**src/rtl/div_pkg.sv**
```systemverilog
// Shared encodings for the iterative 32-bit divider: FSM states and the
// ready/start handshake levels.
package div_pkg;

  typedef enum logic [1:0] {
    DivFree   = 2'b00,
    DivByZero = 2'b01,
    DivOn     = 2'b10,
    DivEnd    = 2'b11
  } div_state_e;

  localparam logic DivResultReady    = 1'b1;
  localparam logic DivResultNotReady = 1'b0;
  localparam logic DivStart          = 1'b1;
  localparam logic DivStop           = 1'b0;

  localparam int unsigned DivWidth = 32;

endpackage

```
**src/rtl/div.sv**
```systemverilog
// Multi-cycle signed/unsigned 32-bit restoring divider, one quotient bit per
// cycle, result packed as {remainder, quotient}.
module div
  import div_pkg::*;
(
  input  logic        clk,
  input  logic        rst,
  input  logic        signed_div_i,
  input  logic [31:0] opdata1_i,
  input  logic [31:0] opdata2_i,
  input  logic        start_i,
  input  logic        annul_i,
  output logic [63:0] result_o,
  output logic        ready_o
);

  div_state_e  state_q, state_d;
  logic [4:0]  cnt_q;
  logic [31:0] quo_q;      // dividend bits shift out the top, quotient bits shift in
  logic [31:0] rem_q;
  logic [31:0] dvs_q;
  logic        neg_quo_q;
  logic        neg_rem_q;

  logic [32:0] partial;
  logic [32:0] diff;
  logic        q_bit;
  logic [31:0] quo_next;
  logic [31:0] rem_next;
  logic [31:0] quo_fix;
  logic [31:0] rem_fix;
  logic        accept;

  assign accept = (start_i == DivStart) && !annul_i;

  // NOTE: sequential state uses non-blocking assignments so every register
  // samples the pre-edge values, independent of process ordering.
  always_ff @(posedge clk or negedge rst) begin
    if (!rst) state_q <= DivFree;
    else      state_q <= state_d;
  end

  // NOTE: state_d gets a default before the case so no path leaves it
  // unassigned, which would otherwise infer a latch.
  always_comb begin
    state_d = state_q;
    case (state_q)
      DivFree:   if (accept) state_d = (opdata2_i == '0) ? DivByZero : DivOn;
      DivByZero: state_d = DivEnd;
      DivOn: begin
        if (annul_i)              state_d = DivFree;
        else if (cnt_q == 5'd31)  state_d = DivEnd;
      end
      DivEnd:    if (start_i == DivStop) state_d = DivFree;
    endcase
  end

  // 33-bit trial subtract: the borrow bit decides the quotient bit and
  // whether the shifted partial remainder is restored.
  always_comb begin
    partial  = {rem_q, quo_q[31]};
    diff     = partial - {1'b0, dvs_q};
    q_bit    = ~diff[32];
    rem_next = q_bit ? diff[31:0] : partial[31:0];
    quo_next = {quo_q[30:0], q_bit};
    quo_fix  = neg_quo_q ? (~quo_next + 32'd1) : quo_next;
    rem_fix  = neg_rem_q ? (~rem_next + 32'd1) : rem_next;
  end

  always_ff @(posedge clk or negedge rst) begin
    if (!rst) begin
      cnt_q     <= '0;
      quo_q     <= '0;
      rem_q     <= '0;
      dvs_q     <= '0;
      neg_quo_q <= 1'b0;
      neg_rem_q <= 1'b0;
      ready_o   <= DivResultNotReady;
      result_o  <= '0;
    end else begin
      case (state_q)
        DivFree: begin
          ready_o  <= DivResultNotReady;
          result_o <= '0;
          cnt_q    <= '0;
          if (accept && opdata2_i != '0) begin
            // Capture magnitudes; 0x80000000 negates to itself, i.e. unsigned 2^31.
            quo_q     <= (signed_div_i && opdata1_i[31]) ? (~opdata1_i + 32'd1) : opdata1_i;
            dvs_q     <= (signed_div_i && opdata2_i[31]) ? (~opdata2_i + 32'd1) : opdata2_i;
            rem_q     <= '0;
            neg_quo_q <= signed_div_i && (opdata1_i[31] ^ opdata2_i[31]);
            neg_rem_q <= signed_div_i && opdata1_i[31];
          end
        end
        DivByZero: begin
          quo_q <= '0;
          rem_q <= '0;
        end
        DivOn: begin
          if (annul_i) begin
            cnt_q <= '0;
          end else if (cnt_q == 5'd31) begin
            quo_q <= quo_fix;
            rem_q <= rem_fix;
            cnt_q <= '0;
          end else begin
            quo_q <= quo_next;
            rem_q <= rem_next;
            cnt_q <= cnt_q + 5'd1;
          end
        end
        DivEnd: begin
          if (start_i == DivStart) begin
            ready_o  <= DivResultReady;
            result_o <= {rem_q, quo_q};
          end else begin
            ready_o  <= DivResultNotReady;
            result_o <= '0;
          end
        end
      endcase
    end
  end

endmodule

```
**config.mk**
```make
export PLATFORM = sky130hd
export DESIGN_NAME = div
export DESIGN_NICKNAME = d
export VERILOG_FILES = /design/src/rtl/div_pkg.sv /design/src/rtl/div.sv
export SDC_FILE = /design/constraint.sdc
export NUM_CORES = 1
export LEC_CHECK = 0
export ABC_AREA = 1
export CORE_MARGIN = 1.5
export CORE_UTILIZATION = 25
export CTS_CLUSTER_DIAMETER = 200
export DETAILED_ROUTE_END_ITERATION = 12
export DONT_BUFFER_PORTS = 1
export PLACE_DENSITY_LB_ADDON = 0.12
export SLEW_MARGIN = 20
export SYNTH_ARGS = -nofsm -noshare
export SYNTH_HDL_FRONTEND = slang
export SYNTH_SLANG_ARGS = --single-unit
```
**constraint.sdc**
```tcl
create_clock -name clk -period 12.28 [get_ports clk]
set_input_delay 2.456 -clock clk [delete_from_list [all_inputs] [get_ports clk]]
set_output_delay 2.456 -clock clk [all_outputs]
set_load 0.005 [all_outputs]
```
# Word-level counts from Yosys, hierarchy flattened
# Cells that the tools add are included.
# totals
inputBits,69
ff_bits,170
# classes
n_addsub,6
eq_ne,9
mux,26
bitwise,6
reduce_logical,15
# ops
op,n
32-bit 2-to-1 mux,11
32-bit case mux with 3 select lines,2
"32-bit by 1-bit adder with 32-bit output, second input constant",4
32-bit NOT,4
64-bit case mux with 2 select lines,1
64-bit 2-to-1 mux,1
33-bit by 32-bit subtractor with 33-bit output,1
32-bit logical NOT,1
32-bit nonzero test,1
2-bit 2-to-1 mux,5
5-bit 2-to-1 mux,2
5-bit case mux with 2 select lines,1
"2-bit inequality test, second input constant",4
2-bit case mux with 4 select lines,1
3-bit AND reduction,2
"5-bit by 1-bit adder with 5-bit output, second input constant",1
"5-bit equality test, second input constant",1
1-bit logical AND,5
"2-bit equality test, second input constant",2
2-bit nonzero test,2
"3-bit inequality test, second input constant",1
3-bit nonzero test,1
"2-bit by 1-bit equality test with 1-bit output, second input constant",1
2-bit logical NOT,1
other kinds (6),6

# Longest topological paths before layout
# depth
word_depth,8
depth_mapped,34

# Worst setup path before layout
# Ideal clock, no wire load.
# synth_path
kind,input-to-reg
from,input port opdata2_i[1]
to,register rem_q[10]
setup_slack_ps,7714
t_arrival_ps,4433
stages,16
required_time_ps,12147
setup_ps,133
path_buffers,1
path_cell_list,inv_1 -> ha_1 -> nand2_1 -> nor2_1 -> nand3_1 -> nor3_2 -> nand4_1 -> o21ai_0 -> nor2_1 -> inv_1 -> o21ai_0 -> nand2_1 -> clkinv_1 -> clkbuf_1 -> nand3_1 -> o21ai_0
# synth_between
elab_chain_len,4
# synth_rtl
element,line,text
"start, declared",div.sv:10,"input logic [31:0] opdata2_i,"
32-bit nonzero test,div.sv:86,if (accept && opdata2_i != '0) begin
1-bit logical AND,div.sv:86,
2-bit inequality test (no source line),n/a,
3-bit AND reduction (no source line),n/a,
"end signal, assigned",div.sv:104,rem_q <= rem_fix;
"end signal, assigned",div.sv:108,rem_q <= rem_next;
"end, declared",div.sv:20,logic [31:0] rem_q;
# No other way between the ends.
# A chain may end at the register's enable or synchronous reset.

# Final worst setup path
# Ends and elaborated chain as after synthesis.

==> flow_metrics.env <==
export IMPL_worst_slack_ns=6.96
export IMPL_drive_above_1_share=0.0537
export IMPL_rsz0062_at_grt="no"
export IMPL_place_congestion=0.854
export IMPL_async_reset_ff_frac=1.00
export IMPL_insertion_delay_ns=0.47
export IMPL_initial_core_util=0.253
export IMPL_switchingPower_w=0.00124
export IMPL_drt_vias_per_instance=4.67
export IMPL_grt_first_pass_wirelength_um=72400
export IMPL_synth_common_cells="nand2_1, inv_1, o21ai_0, nor2_1, dfrtp_1"
export IMPL_holdPathEnd="neg_rem_q$_DFFE_PN0P_"
export IMPL_final_util=0.278
export IMPL_path_class="input pin to register"
export IMPL_fp_dieArea_um2=53400
export IMPL_min_path_cells=2
export IMPL_p_int_w=0.00137
export IMPL_slew_violations=0
export IMPL_finalCriticalPeriod_ns=5.32
export IMPL_synth_top_area_frac=0.327
export IMPL_cts_setup_buffers=0
export IMPL_hold_violations=0
export IMPL_wl_met3_um=2070
export IMPL_worst_clock_skew_ns=0.0165
export IMPL_r2r_start="rem_q[24]$_DFFE_PN0P_"
export IMPL_synth_edf_count=0
export IMPL_grt_pass1_vias=12200
export IMPL_syn_area_um2=13000
export IMPL_max_freq_mhz=188
export IMPL_postRouteAntennaNets=0
export IMPL_syn_inst=2010
export IMPL_die_h_um=231
export IMPL_max_slew_margin=0.379
export IMPL_antenna_found_initial=1
export IMPL_grt_overflow_total=0
export IMPL_netSwitchingFraction=0.475
export IMPL_clk_pin_slew_worst_paths_ns=0.07
export IMPL_cts_made_buffers=17
export IMPL_seq_power_share=0.307
export IMPL_clock_power_share=0.227
export IMPL_finalSetupTns_ns=0
export IMPL_path_cells="inv_1 -> ha_1 -> nand2_1 -> nor2_1 -> nand3_1 -> nor3_2 -> nand4_1 -> o21ai_0 -> nor2_1 -> buf_4 -> inv_1 -> o21ai_0 -> nand2_1 -> clkinv_1 -> nand3_1 -> o21ai_0"
export IMPL_synth_area_top_cells="dfrtp_1, nand2_1, inv_1"
export IMPL_portBuffers=0
export IMPL_rr_worst_depth=29
export IMPL_seq_area_frac_synth=0.327
export IMPL_drt_total_wl_um=46100
export IMPL_track_usage=0.177
export IMPL_fillCellCount=5740
export IMPL_syn_avg_cell_area_um2=6.47
export IMPL_drc=0
export IMPL_syn_to_final_growth_pct=9.86
export IMPL_htreeDepth=4
export IMPL_min_from="neg_rem_q$_DFFE_PN0P_"
export IMPL_synth_main_ff_cell="dfrtp_1"
export IMPL_nNetsFinal=2091
export IMPL_crit_path_max_fanout=26
export IMPL_critPathLaunchType="input pin"
export IMPL_cts_root_buf="clkbuf_16"
export IMPL_p_per_area_nw_per_um2=183
export IMPL_cpPeakStageDelay_ns=0.81
export IMPL_critPathRequiredTime_ns=12.62
export IMPL_routedWlPerCell_um=17.3
export IMPL_grt_max_degree=171
export IMPL_worst_ir_drop_vdd_uv=117
export IMPL_hold_class="register to register"
export IMPL_wl_met1_um=23300
export IMPL_rrSetupSlack_ns=7.00
export IMPL_power_total_w=0.00261
export IMPL_die_w_um=231
export IMPL_worst_pin_slew_ns=0.930
export IMPL_cp_slowest_cell="clkinv_1"
export IMPL_cts_tree="yes"
export IMPL_leakage_nw=7.38
export IMPL_ys_warn_count=0
export IMPL_path_buf_inv=4
export IMPL_drtIter0Drc=889
export IMPL_diodes=0
export IMPL_ctsResizeCount=0
export IMPL_max_clock_path_buffers=2
export IMPL_design_core_area_um2=51400
export IMPL_period_share=0.433
export IMPL_cp_top_family="simple AND/OR/NAND/NOR gates"
export IMPL_synth_top_area_cell="dfrtp_1"
export IMPL_synth_cell_types=52
export IMPL_num_vias=12500
export IMPL_dp_slack_ns=6.44
export IMPL_worst_ep_arrival_time_ns=5.66
export IMPL_outcome="finished, final reports clean"
export IMPL_synth_most_common_cell="nand2_1"
export IMPL_dr_wl_met2_um=19900
export IMPL_highest_layer="met4"
export IMPL_setup_viol=0
export IMPL_ys_seq_elements=170
export IMPL_fp_row_count=83
export IMPL_num_io_pins=134
export IMPL_place_hpwl_um=35400
export IMPL_critPathMostFrequentCell="o21ai_0"
export IMPL_cts_sinks=170
export IMPL_syn_nets=2122
export IMPL_drtPass1Iterations=5
export IMPL_maxCapViolCount=0
export IMPL_end_kind="register"
export IMPL_ctsHoldBuffers=0
export IMPL_combPwrFrac=0.466
export IMPL_r2r_end="quo_q[26]$_DFFE_PN0P_"
==> worst max-delay path by stage <==
stage          depth (start not counted)                     to  slack [ns]                   from
2_1_floorplan                         16  rem_q[10]$_DFFE_PN0P_        7.71           opdata2_i[1]
3_3_place_gp                          16  rem_q[21]$_DFFE_PN0P_        6.51           opdata2_i[1]
3_5_place_dp                          16  rem_q[10]$_DFFE_PN0P_        6.44           opdata2_i[1]
4_1_cts                               16  rem_q[10]$_DFFE_PN0P_        6.97           opdata2_i[1]
5_1_grt                               29  quo_q[26]$_DFFE_PN0P_        6.39  rem_q[24]$_DFFE_PN0P_
6_report                              16  rem_q[10]$_DFFE_PN0P_        6.96           opdata2_i[1]
==> cells by family after synthesis <==
family | synth area share
adder cells (fa/ha/maj) | 0.0419
XOR/XNOR | 0.0377
buffers and inverters | 0.105
flip-flops | 0.327
AO/OA/AOI/OAI | 0.149
AND/OR/NAND/NOR | 0.340
==> state kept, by name, indices dropped and copies added, names as in the netlist <==
register	flops
cnt_q	5
dvs_q	32
neg_quo_q	1
neg_rem_q	1
quo_q	32
ready_o	1
rem_q	32
result_o	64
state_q	2
==> cell type report <==
type | count | area, um^2 | area share
Tap cell | 680 | 851 | 0.0595
Multi-Input combinational cell | 1492 | 7410 | 0.519
Clock buffer | 18 | 429 | 0.0300
Timing Repair Buffer | 10 | 75.1 | 0.00525
Clock inverter | 14 | 189 | 0.0132
Inverter | 288 | 1080 | 0.0757
Sequential cell | 170 | 4250 | 0.298
==> cells in the final DEF (no fill, tap or decap), drive strengths merged, types with 2 or more instances in the layout <==
cell type,instances
nand2,646
inv,290
o21ai,209
nor2,191
dfrtp,170
nand3,130
a21oi,72
ha,42
xor2,39
nor3,28
nand4,21
o22ai,18
clkbuf,18
xnor2,17
a31oi,16
nor4,11
a22oi,11
buf,10
clkinv,8
nand3b,6
o21bai,6
o31ai,4
and2,3
a21o,3
and3,3
o211ai,3
bufinv,3
or2,3
a22o,2
o32ai,2
==> layer usage <==
metal  global-route usage  up-vias
li1                     -     6382
met2                0.268      217
met1                0.256     5849
met5                    0        -
met4               0.0539        0
met3               0.0294       36
==> metrics by stage <==
stage / hold slack, ns / cells / cell area [um^2]
2_1_floorplan: 0.453 / 2010 / 13000
3_3_place_gp: 0.466 / 2640 / 13700
3_5_place_dp: 0.473 / 2640 / 13700
4_1_cts: 0.491 / 2672 / 14300
5_1_grt: 0.513 / 2672 / 14300
6_report: 0.487 / 2672 / 14300
==> worst reg2reg max path, delay by kind of cell, from the launching register on <==
family / cells / cell delay, ns
AO/OA/AOI/OAI: 4 / 0.96
buffers and inverters: 2 / 0.18
adder cells (fa/ha/maj): 2 / 0.69
AND/OR/NAND/NOR: 21 / 2.93
flip-flops: 1 / 0.47
==> power by group through the flow <==
stage	registers [W]	logic, W	clock network (W)
4_1_cts	0.000803	0.00124	0.000617
5_1_grt	0.000821	0.00139	0.000633
2_1_floorplan	0.000778	0.000863	0
6_report	0.000802	0.00122	0.000594
3_5_place_dp	0.000814	0.00123	0
3_3_place_gp	0.000810	0.00123	0
Power figures use the tool's default switching activity.
